**src/rtl/mem_arbiter_if.sv**
```systemverilog
// ============================================================================
// mem_arbiter_if : CPU / VGA / memory bus bundle for mem_arbiter
// Revision: 1.0
// ============================================================================
`default_nettype none

interface mem_arbiter_if #(
  parameter int AW = 32,
  parameter int DW = 32
);
  logic          cpu_req;
  logic          cpu_we;
  logic [AW-1:0] cpu_adr;
  logic [DW-1:0] cpu_wdata;
  logic [DW-1:0] cpu_rdata;
  logic          cpu_ready;
  logic          vga_req;
  logic [AW-1:0] vga_adr;
  logic [DW-1:0] vga_rdata;
  logic          vga_valid;
  logic          vga_ovf;
  logic          mem_we;
  logic [AW-1:0] mem_adr;
  logic [DW-1:0] mem_wdata;
  logic [DW-1:0] mem_rdata;

  modport slave (
    input  cpu_req, cpu_we, cpu_adr, cpu_wdata, vga_req, vga_adr, mem_rdata,
    output cpu_rdata, cpu_ready, vga_rdata, vga_valid, vga_ovf,
           mem_we, mem_adr, mem_wdata
  );

  modport master (
    output cpu_req, cpu_we, cpu_adr, cpu_wdata, vga_req, vga_adr, mem_rdata,
    input  cpu_rdata, cpu_ready, vga_rdata, vga_valid, vga_ovf,
           mem_we, mem_adr, mem_wdata
  );
endinterface

`default_nettype wire

```
**src/rtl/mem_arbiter.sv**
```systemverilog
// ============================================================================
// mem_arbiter : single-port memory sequencer, VGA priority with CPU streak cap
// Optional macro MEMARB_STATS_EN adds stat_cpu_wait / stat_vga_grants.
// Revision: 1.0
// ============================================================================
`default_nettype none

module mem_arbiter #(
  parameter int AW             = 32,
  parameter int DW             = 32,
  parameter int MAX_VGA_STREAK = 4
) (
  input  wire logic   clk,
  input  wire logic   clr,
  mem_arbiter_if.slave bus
`ifdef MEMARB_STATS_EN
  ,
  output logic [15:0] stat_cpu_wait,
  output logic [15:0] stat_vga_grants
`endif
);

  localparam int SW = $clog2(MAX_VGA_STREAK + 1);
  localparam logic [SW-1:0] STREAK_MAX = SW'(MAX_VGA_STREAK);

  typedef enum logic [2:0] {
    IDLE     = 3'd0,
    VGA_ADDR = 3'd1,
    VGA_DATA = 3'd2,
    CPU_ADDR = 3'd3,
    CPU_DATA = 3'd4
  } state_t;

  state_t        state;
  logic          pend;
  logic [AW-1:0] pend_adr;
  logic [SW-1:0] streak;
  logic          lat_we;
  logic [AW-1:0] lat_adr;
  logic [DW-1:0] lat_wdata;
  logic          cpu_eff;
  logic          vga_grant;
  logic          cpu_grant;

  // The request still visible during the ready pulse belongs to the finished access.
  assign cpu_eff   = bus.cpu_req && !bus.cpu_ready;
  assign vga_grant = (state == IDLE) && pend && (!cpu_eff || (streak < STREAK_MAX));
  assign cpu_grant = (state == IDLE) && !vga_grant && cpu_eff;

  assign bus.mem_we    = (state == CPU_ADDR) && lat_we;
  assign bus.mem_adr   = (state == VGA_ADDR) ? pend_adr :
                         (state == CPU_ADDR) ? lat_adr  : '0;
  assign bus.mem_wdata = ((state == CPU_ADDR) && lat_we) ? lat_wdata : '0;

  always_ff @(posedge clk or negedge clr) begin
    if (!clr) begin
      state         <= IDLE;
      pend          <= 1'b0;
      pend_adr      <= '0;
      streak        <= '0;
      lat_we        <= 1'b0;
      lat_adr       <= '0;
      lat_wdata     <= '0;
      bus.cpu_rdata <= '0;
      bus.cpu_ready <= 1'b0;
      bus.vga_rdata <= '0;
      bus.vga_valid <= 1'b0;
      bus.vga_ovf   <= 1'b0;
    end else begin
      bus.cpu_ready <= 1'b0;
      bus.vga_valid <= 1'b0;
      case (state)
        IDLE: begin
          if (vga_grant) begin
            state <= VGA_ADDR;
          end else if (cpu_grant) begin
            state     <= CPU_ADDR;
            lat_we    <= bus.cpu_we;
            lat_adr   <= bus.cpu_adr;
            lat_wdata <= bus.cpu_wdata;
          end
        end
        VGA_ADDR: state <= VGA_DATA;
        VGA_DATA: begin
          bus.vga_rdata <= bus.mem_rdata;
          bus.vga_valid <= 1'b1;
          state         <= IDLE;
        end
        CPU_ADDR: state <= CPU_DATA;
        CPU_DATA: begin
          bus.cpu_rdata <= bus.mem_rdata;
          bus.cpu_ready <= 1'b1;
          state         <= IDLE;
        end
        default: state <= IDLE;
      endcase

      // A request landing in VGA_DATA replaces the slot being freed.
      if (bus.vga_req) begin
        if (!pend || (state == VGA_DATA)) begin
          pend     <= 1'b1;
          pend_adr <= bus.vga_adr;
        end else begin
          bus.vga_ovf <= 1'b1;
        end
      end else if (state == VGA_DATA) begin
        pend <= 1'b0;
      end

      if (cpu_grant || ((state == IDLE) && !bus.cpu_req)) begin
        streak <= '0;
      end else if (vga_grant && bus.cpu_req && (streak != STREAK_MAX)) begin
        streak <= streak + SW'(1);
      end
    end
  end

`ifdef MEMARB_STATS_EN
  always_ff @(posedge clk or negedge clr) begin
    if (!clr) begin
      stat_cpu_wait   <= 16'h0000;
      stat_vga_grants <= 16'h0000;
    end else begin
      if (cpu_eff && !cpu_grant && (state != CPU_ADDR) && (state != CPU_DATA)
          && (stat_cpu_wait != 16'hFFFF)) begin
        stat_cpu_wait <= stat_cpu_wait + 16'h0001;
      end
      if (vga_grant && (stat_vga_grants != 16'hFFFF)) begin
        stat_vga_grants <= stat_vga_grants + 16'h0001;
      end
    end
  end
`endif

endmodule

`default_nettype wire

```
**src/flat_wrapper.sv**
```systemverilog
// flat-port wrapper written by rule: the top's interface ports become plain ports
module mem_arbiter_flat 
#(
  parameter int AW             = 32,
  parameter int DW             = 32,
  parameter int MAX_VGA_STREAK = 4
)
  (clk, clr, bus_cpu_req, bus_cpu_we, bus_cpu_adr, bus_cpu_wdata, bus_vga_req, bus_vga_adr, bus_mem_rdata, bus_cpu_rdata, bus_cpu_ready, bus_vga_rdata, bus_vga_valid, bus_vga_ovf, bus_mem_we, bus_mem_adr, bus_mem_wdata);
  mem_arbiter_if #(.AW(AW), .DW(DW)) bus_i ();
  input  wire logic clk;
  input  wire logic clr;
  input wire logic [$bits(bus_i.cpu_req)-1:0] bus_cpu_req;
  input wire logic [$bits(bus_i.cpu_we)-1:0] bus_cpu_we;
  input wire logic [$bits(bus_i.cpu_adr)-1:0] bus_cpu_adr;
  input wire logic [$bits(bus_i.cpu_wdata)-1:0] bus_cpu_wdata;
  input wire logic [$bits(bus_i.vga_req)-1:0] bus_vga_req;
  input wire logic [$bits(bus_i.vga_adr)-1:0] bus_vga_adr;
  input wire logic [$bits(bus_i.mem_rdata)-1:0] bus_mem_rdata;
  output wire logic [$bits(bus_i.cpu_rdata)-1:0] bus_cpu_rdata;
  output wire logic [$bits(bus_i.cpu_ready)-1:0] bus_cpu_ready;
  output wire logic [$bits(bus_i.vga_rdata)-1:0] bus_vga_rdata;
  output wire logic [$bits(bus_i.vga_valid)-1:0] bus_vga_valid;
  output wire logic [$bits(bus_i.vga_ovf)-1:0] bus_vga_ovf;
  output wire logic [$bits(bus_i.mem_we)-1:0] bus_mem_we;
  output wire logic [$bits(bus_i.mem_adr)-1:0] bus_mem_adr;
  output wire logic [$bits(bus_i.mem_wdata)-1:0] bus_mem_wdata;
  assign bus_i.cpu_req = bus_cpu_req;
  assign bus_i.cpu_we = bus_cpu_we;
  assign bus_i.cpu_adr = bus_cpu_adr;
  assign bus_i.cpu_wdata = bus_cpu_wdata;
  assign bus_i.vga_req = bus_vga_req;
  assign bus_i.vga_adr = bus_vga_adr;
  assign bus_i.mem_rdata = bus_mem_rdata;
  assign bus_cpu_rdata = bus_i.cpu_rdata;
  assign bus_cpu_ready = bus_i.cpu_ready;
  assign bus_vga_rdata = bus_i.vga_rdata;
  assign bus_vga_valid = bus_i.vga_valid;
  assign bus_vga_ovf = bus_i.vga_ovf;
  assign bus_mem_we = bus_i.mem_we;
  assign bus_mem_adr = bus_i.mem_adr;
  assign bus_mem_wdata = bus_i.mem_wdata;
  mem_arbiter #(.AW(AW), .DW(DW), .MAX_VGA_STREAK(MAX_VGA_STREAK)) u_core (.clk(clk), .clr(clr), .bus(bus_i));
endmodule
```
**config.mk**
```make
export PLATFORM = sky130hd
export DESIGN_NAME = mem_arbiter_flat
export DESIGN_NICKNAME = d
export VERILOG_FILES = /design/src/rtl/mem_arbiter_if.sv /design/src/rtl/mem_arbiter.sv /design/src/flat_wrapper.sv
export SDC_FILE = /design/constraint.sdc
export NUM_CORES = 1
export LEC_CHECK = 0
export BUFFER_PORTS_ARGS = -buffer_cell sky130_fd_sc_hd__buf_4
export CAP_MARGIN = 15
export CORE_MARGIN = 5
export CORE_UTILIZATION = 45
export DETAILED_ROUTE_END_ITERATION = 10
export GPL_TIMING_DRIVEN = 0
export PLACE_DENSITY_LB_ADDON = 0.12
export SLEW_MARGIN = 40
export SYNTH_ARGS = -nofsm -noshare
export SYNTH_HDL_FRONTEND = slang
export SYNTH_SLANG_ARGS = --single-unit
```
**constraint.sdc**
```tcl
create_clock -name clk -period 1.6 [get_ports clk]
set_input_delay 0.4 -clock clk [delete_from_list [all_inputs] [get_ports clk]]
set_output_delay 0.4 -clock clk [all_outputs]
set_load 0.05 [all_outputs]
```
; Yosys cells after proc, flatten, opt, wreduce, memory -nomap -nowiden
; Index checks and enable logic that the tools add are counted.
[op_classes]
n_addsub = 1
multipliers = 0
div_mod_pow = 0
n_lt_le_gt_ge = 1
eq_ne = 7
n_shift = 0
mux = 13
bitwise_logic = 2
n_reduce_logical = 24
[op_table]
columns = operator, count
row1 = two-way mux 32 bit, 3
row2 = two-way mux 3 bit, 4
row3 = logical AND 1 bit, 9
row4 = case mux 3 bit (3 select lines), 1
row5 = == test 3 x 2 -> 1 bit (second input constant), 2
row6 = AND reduction 2 bit, 3
row7 = zero test 1 bit, 5
row8 = two-way mux 1 bit, 5
row9 = nonzero test 2 bit, 2
row10 = adder 3 x 1 -> 3 bit (second input constant), 1
row11 = == test 3 x 1 -> 1 bit (second input constant), 1
row12 = == test 3 bit (second input constant), 1
row13 = zero test 3 bit, 1
row14 = logical OR 1 bit, 3
row15 = < comparator 3 bit (second input constant), 1
row16 = != test 3 x 1 -> 1 bit (second input constant), 1
row17 = != test 3 bit (second input constant), 1
row18 = AND reduction 3 bit, 1
row19 = != test 2 x 1 -> 1 bit (second input constant), 1
row20 = inverter 1 bit, 2
[word_totals]
ff_bits = 171
latch_bits = 0
ram_bits = 0
romBits = 0
in_bits = 133
output_inout_bits = 132
elab_cells = 60
n_memories = 0

; Depth between registers and ports, before layout
[logic_depth]
depth_word = 11
mapped_depth = 5
ltp_nobuf = 5

; Least setup slack after synthesis
; No wires, ideal clock.
[synth_path]
path_type = register to output
from = reg u_core.state[2]
to = out bus_mem_wdata[0]
arrival_time_ns = 1.625
t_required_ns = 1.200
path_slack_ns = -0.425
path_stages_with_launch = 5
path_buffers = 2
cell_sequence = dfrtp_1 -> and3b_1 -> buf_2 -> clkbuf_1 -> and3_1
[synth_via]
elab_chain_cells = 3
[synth_rtl]
columns = element, line_no
row1 = from (decl), mem_arbiter.sv:34  ; state_t state;
row2 = from (signal assigned), mem_arbiter.sv:57  ; state <= IDLE;
row3 = from (signal assigned), mem_arbiter.sv:75  ; state <= VGA_ADDR;
row4 = from (signal assigned), mem_arbiter.sv:77  ; state <= CPU_ADDR;
row5 = == test 3 x 2 -> 1 bit, mem_arbiter.sv:53  ; assign bus.mem_wdata = ((state == CPU_ADDR) && lat_we) ? lat_wdata : '0;
row6 = logical AND 1 bit, mem_arbiter.sv:53
row7 = two-way mux 32 bit, mem_arbiter.sv:53
row8 = to (decl), flat_wrapper.sv:26  ; output wire logic [$bits(bus_i.mem_wdata)-1:0] bus_mem_wdata;
; Every way passes these cells.

; Worst setup path after layout
[layout_path]
from = reg u_core.state[0]
to = out bus_mem_adr[25]
[layout_via]
elab_chain_cells = 3
elab_cells_between_ends = 4
cone_classes = eq/ne: 2 / mux: 2
[layout_rtl]
columns = element, line_no
row1 = == test 3 x 2 -> 1 bit, mem_arbiter.sv:52  ; (state == CPU_ADDR) ? lat_adr : '0;
row2 = two-way mux 32 bit, mem_arbiter.sv:52
row3 = two-way mux 32 bit (*), mem_arbiter.sv:51  ; assign bus.mem_adr = (state == VGA_ADDR) ? pend_adr :
row4 = to (decl), flat_wrapper.sv:25  ; output wire logic [$bits(bus_i.mem_adr)-1:0] bus_mem_adr;
; Every way passes the cells marked *; elsewhere a longest branch is shown, timed or not.

==> flow_summary.ini <==
[final_layout]
final_cells = 1014
final_common_cell = buf_4
nets = 920
syn_to_final_growth_pct = 61.3
fin_area_sq_um = 11500
n_antenna_cell = 0
final_cell_mix = buf_4 (231), dfrtp_1 (167), mux2_2 (105)
drive_gt1_share_pct = 75.2

[placement]
gp_congestion = 0.770
dpl.hpwl_um = 13700
port_buffers = 264
place_area_sq_um = 9800
place_inst = 943

[critical_path]
startpoint_type = flop
cp.required_ps = 1200
critPathCaptureType = primary output
cp_max_fo = 10
critPathKind = flop to primary output
cp.arrival_ps = 1810

[logic_synthesis]
synth_cell_types = 32
synth.avg_cell_area_sq_um = 15.4
ys_warn_count = 0
syn_nets = 596
syn-cell-area_sq_um = 7100
synth-seq-cells = 171
syn_inst = 461
yosysSeqAreaShare_pct = 60.2

[detailed_routing]
route.met3.wl_um = 1660
wl_per_cell_um = 19.4
via_count = 5088
wl_um = 19600
firstDrtPassIters = 4
wl_met2_um = 10100
avgViaCountPerCell = 5.02
detail-route-antenna-nets = 0
routed.top_layer = met4
drt_iter0_markers = 177
drc = 0
wl_met1_um = 7670

[clock_network]
numClockSinks = 171
clk_pin_slew_ps = 70
cts_tree = done
worstSkewPairLatency_ps = 420
cts_buffer_depth = 2
htreeDepth = 4
root_buffer = clkbuf_16
numCtsBuffers = 17

[floorplan]
core_area_sq_um = 15700
fp.dieW_um = 136
core.rowCount = 46
ioPinCount = 265
die_h_um = 136
initial_utilization_pct = 45.2
die_area_sq_um = 18400

[timing]
worst_pin_slew_ps = 382
final-max-slew-violation-count = 0
finalCritPeriodShare_pct = 138
setup_ws_ps = -608
hold_viol = 0
fmax_mhz = 453
min_period_ps = 2210
setup_viol = 186
rsz0062_at_grt = true
finClkSkew_ps = 7.38
slew_headroom_pct = 74.5

[job]
drv_cap = 0

[global_route]
grt_pass1_wl_um = 30800
grt_usage_pct = 21.4
grt_start_max_net_pins = 76
antenna_found_initial = 0
grt_overflow = 0
grt_pass1_vias = 5739

[outcome]
status = finished with violations
violations = negative setup slack

[min_path]
hp-class = primary input to flop

[pwr]
ir_drop_uv = 1870
p_total_uw = 26200
p_per_area_nw_per_um2 = 2280
p_leak_uw = 0.00570
==> cells in the mapped netlist <==
master	n	area (sq um)
a31oi_1	1	6.26
o21a_1	1	7.51
a21o_1	1	7.51
nor2b_1	1	6.26
a21boi_0	2	15.0
or2_2	1	6.26
mux2_4	30	450
inv_1	4	15.0
a21oi_1	2	10.0
nor3b_2	1	12.5
o22a_1	1	8.76
nor3b_4	1	18.8
ha_1	2	25.0
nor3_1	1	5.00
and3b_1	1	8.76
o21ai_0	1	5.00
o21ai_2	1	8.76
dfrtp_1	171	4280
nand2_1	1	3.75
nand3_1	1	5.00
buf_6	3	33.8
a22o_1	34	298
buf_2	18	90.1
nand2b_1	2	12.5
and2_1	1	6.26
nor3_4	1	16.3
buf_4	1	7.51
nor3b_1	1	7.51
and3_1	35	219
mux2_2	131	1480
nor2_1	2	7.51
clkbuf_1	7	26.3
==> routing by layer <==
| metal | vias up | GRT usage, % |
|---|---|---|
| met5 | - | 0 |
| met4 | 0 | 6.22 |
| met3 | 17 | 8.28 |
| met2 | 168 | 36.1 |
| met1 | 2575 | 25.6 |
| li1 | 2328 | - |
==> state kept, by name, indices dropped and copies added, names as in the netlist <==
name / cells
u_core.bus.vga_ovf: 1
u_core.bus.vga_rdata: 32
u_core.lat_wdata: 32
u_core.bus.vga_valid: 1
u_core.lat_we: 1
u_core.bus.cpu_ready: 1
u_core.pend_adr: 32
u_core.bus.cpu_rdata: 32
u_core.pend: 1
u_core.state: 3
u_core.streak: 3
u_core.lat_adr: 32
==> stage by stage <==
| stage | hold slack, ps | setup TNS, ps | setup slack [ps] | util [%] |
|---|---|---|---|---|
| 5_1_grt | 192 | -69170 | -656 | 72.9 |
| 3_3_place_gp | 444 | -186600 | -977 | 62.0 |
| 3_5_place_dp | 313 | -53210 | -474 | 62.4 |
| 6_report | 211 | -58600 | -608 | 72.9 |
| 4_1_cts | 186 | -54360 | -642 | 72.6 |
| 2_1_floorplan | 104 | -4410 | -91.4 | - |
==> logic make-up after synthesis <==
group	count (synthesis)	share of synthesized area (%)
DFF	171	60.2
muxes	161	27.1
and+or+nand+nor	50	4.72
AOI/OAI and AO/OA	44	5.16
buffers and inverters	33	2.43
adders and majority gates	2	0.352
==> worst paths after layout <==
kind	slack, ps	depth (start not counted)	from	endpoint
max reg2reg	-310	9	u_core.state[2]	u_core.pend_adr[21]
max	-610	5	u_core.state[0]	bus_mem_adr[25]
min in group asynchronous	470	2	clr	u_core.lat_adr[20]
min	210	2	bus_cpu_wdata[11]	u_core.lat_wdata[11]
max in group asynchronous	440	3	clr	u_core.state[1]
min reg2reg	490	1	u_core.bus.vga_ovf	u_core.bus.vga_ovf
==> power breakdown <==
group,internal (uW),switching [uW],leakage [uW],total (uW)
clock,2130,1730,0.000268,3860
combinational,6710,7790,0.00337,14500
sequential,6460,1360,0.00206,7820
==> worst max-delay path, cell delays in order (launching register included) <==
cell       delay (ps)
dfrtp_2           420
and3b_2           250
buf_8             150
clkbuf_16         170
a22o_4            250
buf_6             150
==> area by class of cell <==
cell class                      count  area (sq um)
Inverter                            4          15.0
Fill cell                        1054          4250
Clock inverter                     11          87.6
Timing Repair Buffer              308          2850
Clock buffer                       21           470
Sequential cell                   171          4280
Tap cell                          216           270
Buffer                             26           329
Multi-Input combinational cell    257          3160
==> timing repair <==
item | CTS | global route
hold endpoints to repair | 39 | 0
hold buffers | 1 | 0
cloned | 6 | 1
pin swaps | 13 | 4
gates resized for setup | 180 | 15
buffers inserted | 32 | 4
setup endpoints to repair | 209 | 225
Power figures use the tool's default switching activity.
